File: config.mk
export PLATFORM = sky130hd
export DESIGN_NAME = game_state_ctrl
export DESIGN_NICKNAME = d
export VERILOG_FILES = /design/src/rtl/game_state_ctrl.sv
export SDC_FILE = /design/constraint.sdc
export NUM_CORES = 1
export LEC_CHECK = 0
export CORE_ASPECT_RATIO = 0.8
export CORE_MARGIN = 3
export CORE_UTILIZATION = 39
export CTS_CLUSTER_SIZE = 14
export DETAILED_ROUTE_END_ITERATION = 10
export PLACE_DENSITY_LB_ADDON = 0.12
export SYNTH_ARGS = -nofsm -noshare
export SYNTH_HDL_FRONTEND = slang
export SYNTH_SLANG_ARGS = --single-unit
File: constraint.sdc
create_clock -name i_Clk -period 5.55 [get_ports i_Clk]
set_input_delay 0.555 -clock i_Clk [delete_from_list [all_inputs] [get_ports i_Clk]]
set_output_delay 0.555 -clock i_Clk [all_outputs]
set_load 0.02 [all_outputs]
File: src/rtl/game_state_ctrl.sv
// Frogger game sequencer: start detection, hazard checking with post-hit grace,
// lives bookkeeping, win hold and an end-of-game cleanup window. All outputs registered.
module game_state_ctrl #(
  parameter int c_GAME_WIDTH     = 20,
  parameter int c_GAME_HEIGHT    = 15,
  parameter int c_LIVES          = 3,
  parameter int c_GRACE_FRAMES   = 60,
  parameter int c_WIN_FRAMES     = 120,
  parameter int c_CLEANUP_CYCLES = 16
) (
  input  logic        i_Clk,
  input  logic        i_Rst_n,
  input  logic        i_Game_Start,
  input  logic        i_Frame_Tick,
  input  logic [5:0]  i_Frogger_X,
  input  logic [5:0]  i_Frogger_Y,
  input  logic [3:0]  i_Tile,
  input  logic        i_On_Log,
  input  logic [29:0] i_Car_X,
  input  logic [29:0] i_Car_Y,
  output logic [1:0]  o_State,
  output logic        o_Game_Active,
  output logic        o_Collided,
  output logic [1:0]  o_Lives,
  output logic        o_Frog_Reset
);

  typedef enum logic [1:0] {
    S_IDLE    = 2'b00,
    S_RUNNING = 2'b01,
    S_WINS    = 2'b10,
    S_CLEANUP = 2'b11
  } state_t;

  localparam logic [1:0] LIVES_INIT = 2'(c_LIVES);
  localparam logic [7:0] GRACE_INIT = 8'(c_GRACE_FRAMES);
  localparam logic [7:0] WIN_LAST   = 8'(c_WIN_FRAMES - 1);
  localparam logic [7:0] CLEAN_LAST = 8'(c_CLEANUP_CYCLES - 1);
  localparam logic [6:0] WIDTH_LIM  = 7'(c_GAME_WIDTH);
  localparam logic [6:0] HEIGHT_LIM = 7'(c_GAME_HEIGHT);

  state_t      state_q;
  logic        start_prev_q;
  logic [1:0]  lives_q;
  logic [7:0]  grace_q;
  logic [7:0]  cnt_q;
  logic        active_q;
  logic        collided_q;
  logic        frog_reset_q;

  logic        start_press;
  logic        car_hit;
  logic        hazard;

  // Previous-sample register resets high so a button held through reset never starts a game.
  assign start_press = i_Game_Start & ~start_prev_q;

  always_comb begin
    car_hit = 1'b0;
    for (int n = 0; n < 5; n++) begin
      if ((i_Car_X[6*n +: 6] == i_Frogger_X) && (i_Car_Y[6*n +: 6] == i_Frogger_Y)) begin
        car_hit = 1'b1;
      end
    end
  end

  assign hazard = car_hit
                | ((i_Tile == 4'd2) & ~i_On_Log)
                | (i_Tile == 4'd0)
                | ({1'b0, i_Frogger_X} >= WIDTH_LIM)
                | ({1'b0, i_Frogger_Y} >= HEIGHT_LIM);

  always_ff @(posedge i_Clk or negedge i_Rst_n) begin
    if (!i_Rst_n) begin
      state_q      <= S_IDLE;
      start_prev_q <= 1'b1;
      lives_q      <= LIVES_INIT;
      grace_q      <= 8'd0;
      cnt_q        <= 8'd0;
      active_q     <= 1'b0;
      collided_q   <= 1'b0;
      frog_reset_q <= 1'b0;
    end else begin
      start_prev_q <= i_Game_Start;
      collided_q   <= 1'b0;
      frog_reset_q <= 1'b0;
      case (state_q)
        S_IDLE: begin
          if (start_press) begin
            state_q      <= S_RUNNING;
            lives_q      <= LIVES_INIT;
            grace_q      <= 8'd0;
            active_q     <= 1'b1;
            frog_reset_q <= 1'b1;
          end
        end
        S_RUNNING: begin
          if (hazard && (grace_q == 8'd0)) begin
            collided_q   <= 1'b1;
            frog_reset_q <= 1'b1;
            grace_q      <= GRACE_INIT;
            if (lives_q <= 2'd1) begin
              lives_q  <= 2'd0;
              state_q  <= S_CLEANUP;
              cnt_q    <= 8'd0;
              active_q <= 1'b0;
            end else begin
              lives_q <= lives_q - 2'd1;
            end
          end else begin
            if (i_Frame_Tick && (grace_q != 8'd0)) begin
              grace_q <= grace_q - 8'd1;
            end
            // Any hazard on the lily pad, even one masked by grace, blocks the win.
            if (!hazard && (i_Tile == 4'd4)) begin
              state_q  <= S_WINS;
              cnt_q    <= 8'd0;
              active_q <= 1'b0;
            end
          end
        end
        S_WINS: begin
          if (start_press || (i_Frame_Tick && (cnt_q == WIN_LAST))) begin
            state_q      <= S_CLEANUP;
            cnt_q        <= 8'd0;
            frog_reset_q <= 1'b1;
          end else if (i_Frame_Tick) begin
            cnt_q <= cnt_q + 8'd1;
          end
        end
        S_CLEANUP: begin
          if (cnt_q == CLEAN_LAST) begin
            state_q <= S_IDLE;
            cnt_q   <= 8'd0;
            lives_q <= LIVES_INIT;
          end else begin
            cnt_q        <= cnt_q + 8'd1;
            frog_reset_q <= 1'b1;
          end
        end
      endcase
    end
  end

  assign o_State       = state_q;
  assign o_Game_Active = active_q;
  assign o_Collided    = collided_q;
  assign o_Lives       = lives_q;
  assign o_Frog_Reset  = frog_reset_q;

endmodule

* After elaboration in Yosys (flattened, before gate mapping)
Index checks and enable logic that the tools add are counted.
** Storage, ports and cells
- Output and inout port bits :: 7
- Logic and storage cells :: 109
- Input bits :: 81
- Bits in registers :: 24
** Cells by class
- $add $sub $neg :: 3
- Equal/unequal tests :: 25
- Bitwise logic cells :: 8
- Reduce and logical (&&, ||, !) cells :: 23
- Muxes and demuxes :: 39
- Magnitude comparators :: 3
** Operators with widths (number)
- 8-bit two-way mux :: 9
- 6-bit equality test :: 10
- 8-bit one-hot mux with 3 select lines :: 1
- 2-bit two-way mux :: 10
- 8-bit one-hot mux with 2 select lines :: 1
- 1-bit two-way mux :: 14
- 3-bit != test, second input constant :: 4
- 4-bit AND reduction :: 3
- 1-bit logical AND :: 9
- 8-bit by 1-bit adder with 8-bit output, second input constant :: 1
- 8-bit by 4-bit equality test with 1-bit output, second input constant :: 1
- 8-bit by 7-bit equality test with 1-bit output, second input constant :: 1
- 8-bit logical NOT :: 1
- 2-bit != test, second input constant :: 4
- 2-bit one-hot mux with 4 select lines :: 1
- 8-bit nonzero test :: 1
- 8-bit by 1-bit subtractor with 8-bit output, second input constant :: 1
- 6-bit by 4-bit >= comparator with 1-bit output, second input constant :: 1
- 6-bit by 5-bit >= comparator with 1-bit output, second input constant :: 1
- 2-bit one-hot mux with 3 select lines :: 1
- 3-bit nonzero test :: 2
- 5-bit AND reduction :: 1
- 2-bit equality test, second input constant :: 2
- 4-bit by 2-bit equality test with 1-bit output, second input constant :: 1
- 15 further kinds :: 20

* Depth between registers and ports, before layout
- Word-level depth :: 16
- Depth in mapped cells :: 9
- Mapped depth without buffers :: 8

* Least setup slack after synthesis
OpenSTA, ideal clock, no wires.
- Kind :: input-to-reg
- Start :: in i_Frogger_X[1]
- End :: reg cnt_q[6]
- Setup time :: 0.126 ns
- Stages :: 9
- Setup slack :: 3.189 ns
- Arrival :: 2.235 ns
- Data required time :: 5.424 ns
- Cells stage by stage :: buf_4 -> xnor2_1 -> nand4_1 -> nor3_2 -> nor4_4 -> a41oi_4 -> and2_4 -> buf_6 -> a311o_1
** Between the ends
- Word-level cells in the longest chain between the ends :: 15
- Elaborated cells on any way between the ends :: 28
** Ends and longest elaborated chain
- from (decl) :: line 15 : input logic [5:0] i_Frogger_X,
- 6-bit equality test :: line 61 : if ((i_Car_X[6*n +: 6] == i_Frogger_X) && (i_Car_Y[6*n +: 6] == i_Frogger_Y)) begin
- 1-bit logical AND :: line 61
- 1-bit two-way mux (5 in series) :: line 61
- 1-bit bitwise OR :: line 68 : | ((i_Tile == 4'd2) & ~i_On_Log)
- 1-bit bitwise OR :: line 69 : | (i_Tile == 4'd0)
- 1-bit bitwise OR * :: line 70 : | ({1'b0, i_Frogger_X} >= WIDTH_LIM)
- 1-bit bitwise OR * :: line 71 : | ({1'b0, i_Frogger_Y} >= HEIGHT_LIM);
- 1-bit logical NOT :: line 115 : if (!hazard && (i_Tile == 4'd4)) begin
- 1-bit logical AND :: line 115
- 3-bit != test (no line)
- 4-bit AND reduction (no line)
- to (signal assigned) :: line 128 : cnt_q <= cnt_q + 8'd1;
- to (signal assigned) :: line 137 : cnt_q <= cnt_q + 8'd1;
- to (decl) :: line 46 : logic [7:0] cnt_q;
Mark *: on every way between the ends. The rest lies on a longest branch, timed or not.
A chain may end at the register's enable or synchronous reset.

* Worst setup path after layout
- Start :: in i_Frogger_Y[0]
- End :: reg state_q[0] (netlist: o_State[0])
** Between the ends
- Word-level cells in the longest chain between the ends :: 15
- Elaborated cells on any way between the ends :: 28
** Ends and longest elaborated chain
- from (decl) :: line 16 : input logic [5:0] i_Frogger_Y,
- 6-bit equality test :: line 61
- 1-bit logical AND :: line 61
- 1-bit two-way mux (5 in series) :: line 61
- 1-bit bitwise OR :: line 68
- 1-bit bitwise OR :: line 69
- 1-bit bitwise OR :: line 70
- 1-bit bitwise OR * :: line 71
- 1-bit logical NOT :: line 115
- 1-bit logical AND :: line 115
- 3-bit != test (no line)
- 5-bit AND reduction (no line)
- to (signal assigned) :: line 116 : state_q <= S_WINS;
- to (signal assigned) :: line 124 : state_q <= S_CLEANUP;
- to (signal assigned) :: line 133 : state_q <= S_IDLE;
- to (decl) :: line 42 : state_t state_q;
Marked as above.

==> results_dict.tcl <==
set metrics [dict create \
    status "complete, no violations" \
    vias 2110 \
    crit_fanout 13 \
    cts_hold_buffers 0 \
    synthFlopType "dfrtp_1" \
    initial_utilization_pct 41.35 \
    yosysTopAreaCellShare_pct 22.63 \
    cts_buffer_depth 2 \
    coreArea_um2 5615 \
    cts_setup_buffers 0 \
    clk_pin_slew_worst_paths_ns 0.09 \
    first_pass_iters 4 \
    synth_area_leader_cell "dfrtp_1" \
    synthArstFlopShare_pct 100.0 \
    cp.arrival_ns 2.97 \
    cts_tree "done" \
    critPathKind "in -> reg" \
    finalSetupViolations 0 \
    synthesis.area_um2 2322 \
    port_buffers 87 \
    cts-resized-gates 0 \
    required_ns 5.70 \
    fin_nets 422 \
    period_minus_slack_ns 2.819 \
    grt_max_degree 25 \
    gp_congestion 0.8525 \
    hp-class "reg -> reg" \
    synth_seq_cells 24 \
    power.density_nw_per_um2 339.5 \
    drc 0 \
    die_area_um2 6922 \
    period_share_pct 50.79 \
    synth_fa_ha_area_share_pct 3.772 \
    slew_headroom_pct 60.25 \
    startpoint_type "input pin" \
    die_w_um 92.28 \
    vdd_drop_max_mv 0.1613 \
    clock_skew_ns 0.006446 \
    seq_area_frac_synth_pct 26.02 \
    synth-edff-count 0 \
    synth_nets 344 \
    hold_viol 0 \
    grt_pass1_wl_mm 9.949 \
    antenna_found_initial 0 \
    drive_above_1_share_pct 6.607 \
    tns_ns 0 \
    muxShareOfSynthArea_pct 1.347 \
    rsz0062_at_grt "false" \
    synth_compound_area_share_pct 17.51 \
    maxCapViolCount 0 \
    synth_top_family_by_area "XOR/XNOR gates" \
    yosysWarnings 0 \
    wl_mm 6.157 \
    finalMaxSlewViolations 0 \
    overflow 0 \
    post-place-ws_ns 2.429 \
    ys_top_cells_by_area "dfrtp_1 23%, xnor2_1 23%, nand4_1 4.6%" \
    cts-htree-levels 1 \
    yosys.area_share.xor_xnor_pct 22.63 \
    first_global_vias 2179 \
    drt-initial-drc-count 82 \
    clkSinkCount 24 \
    worst_slack_ns 2.731 \
    clock.fmax_mhz 354.7 \
    post-dp-hpwl_mm 5.332 \
    track_usage_pct 17.94 \
    ant_nets 0 \
    final_cell_mix "87 x clkdlybuf4s50_1, 60 x xnor2_1, 21 x dfrtp_1" \
    clk_latency_ns 0.26 \
    synth_simple_gate_area_share_pct 20.58 \
    wl_per_cell_um 14.98 \
    power_leakage_nw 1.205 \
    diodes 0 \
    rows 24 \
    mostFrequentLayoutCell "clkdlybuf4s50_1" \
    ys_types 56 \
    dieHeight_um 75.02 \
    syn_avg_cell_area_um2 9.071 \
    tightest_slew_ns 0.5813 \
    cts_made_buffers 3 \
    avgViaCountPerCell 5.134 \
    postSynthCellCount 256 \
    cp-end-kind "register" \
    ios 88 \
    cts_root_buf "clkbuf_8" \
    area_delta_synth_final_pct 38.52 \
]
-- Yosys cell counts, types with 2 or more instances --
cell	count
o2bb2ai_1	3
a21oi_1	10
nand2_1	11
xnor2_1	60
a32o_1	4
nand3_1	9
nand4_1	17
o31ai_1	4
mux2i_1	2
nor3_2	2
dfstp_2	3
a211oi_1	2
and3_1	2
buf_4	5
a31o_2	2
o21bai_1	4
nor2_1	14
a31oi_1	3
buf_6	8
o211ai_1	3
ha_1	7
nand2b_1	2
o21ai_0	9
nor3_1	6
dfrtp_1	21
inv_1	13
-- worst paths after layout --
| check | to | slack, ns | cells past startpoint | from |
|---|---|---|---|---|
| worst max-delay path | o_State[0] | 2.73 | 8 | i_Frogger_Y[0] |
| worst min-delay path | grace_q[7] | 0.48 | 1 | grace_q[7] |
| worst max register to register | o_State[0] | 3.13 | 7 | grace_q[3] |
| worst min register to register | grace_q[7] | 0.48 | 1 | grace_q[7] |
| max in group asynchronous | o_Lives[1] | 4.63 | 2 | i_Rst_n |
| min in group asynchronous | o_Frog_Reset | 0.64 | 2 | i_Rst_n |
-- critical path, stage by stage --
cell,delay (ns)
clkdlybuf4s50_1,0.59
xnor2_1,0.22
nand4_1,0.14
nor3_2,0.07
nor4_4,0.50
a21o_2,0.36
nand4_1,0.17
o311ai_0,0.35
-- registers in the layout, summed over array words and instances (netlist names) --
| name | count |
|---|---|
| o_Frog_Reset | 1 |
| o_Lives | 2 |
| o_State | 2 |
| o_Collided | 1 |
| o_Game_Active | 1 |
| grace_q | 8 |
| start_prev_q | 1 |
| cnt_q | 8 |
-- cells by family (layout without fill, tap and decap cells) --
family          Yosys count  count (layout)
simple gates             78              78
xor+xnor                 60              60
compound gates           55              55
buf+inv                  29             106
flops                    24              24
fa+ha+maj                 7               7
mux                       3               3
-- metal layers --
metal / routed length [µm] / vias to the layer above / share of wire, % / global-route usage (%)
met1: 2664 / 952 / 43 / 21.94
met4: 31 / 0 / 0.50 / 3.130
met2: 2984 / 76 / 48 / 32.52
met5: 0 / - / 0 / 0
met3: 475 / 4 / 7.7 / 4.995
li1: - / 1078 / - / -
-- through the flow --
step	total power [mW]	utilization (%)	hold slack, ns	std cells	cell area, µm²
final	1.092	57.29	0.4827	411	3217
after floorplan	0.7789	-	0.2594	256	2322
after detailed placement	0.9752	56.31	0.4760	407	3162
after CTS	1.096	57.29	0.4895	411	3217
after global placement	0.9696	56.31	0.4643	407	3162
after global routing	1.181	57.29	0.5249	411	3217
-- cell type report --
cell class / count / area [µm²]
flip-flops and latches: 24 / 604.3
inverters: 14 / 52.55
well taps: 78 / 97.59
fillers: 503 / 2399
repair buffers: 88 / 878.3
multi-input cells: 203 / 1529
clock buffers: 4 / 55.05
-- report_power, final --
part | leakage [nW] | switching [mW] | internal, mW
Clock | 0.0288 | 0.0550 | 0.0633
Combinational | 0.868 | 0.374 | 0.312
Sequential | 0.308 | 0.0543 | 0.234
Power figures use the tool's default switching activity.
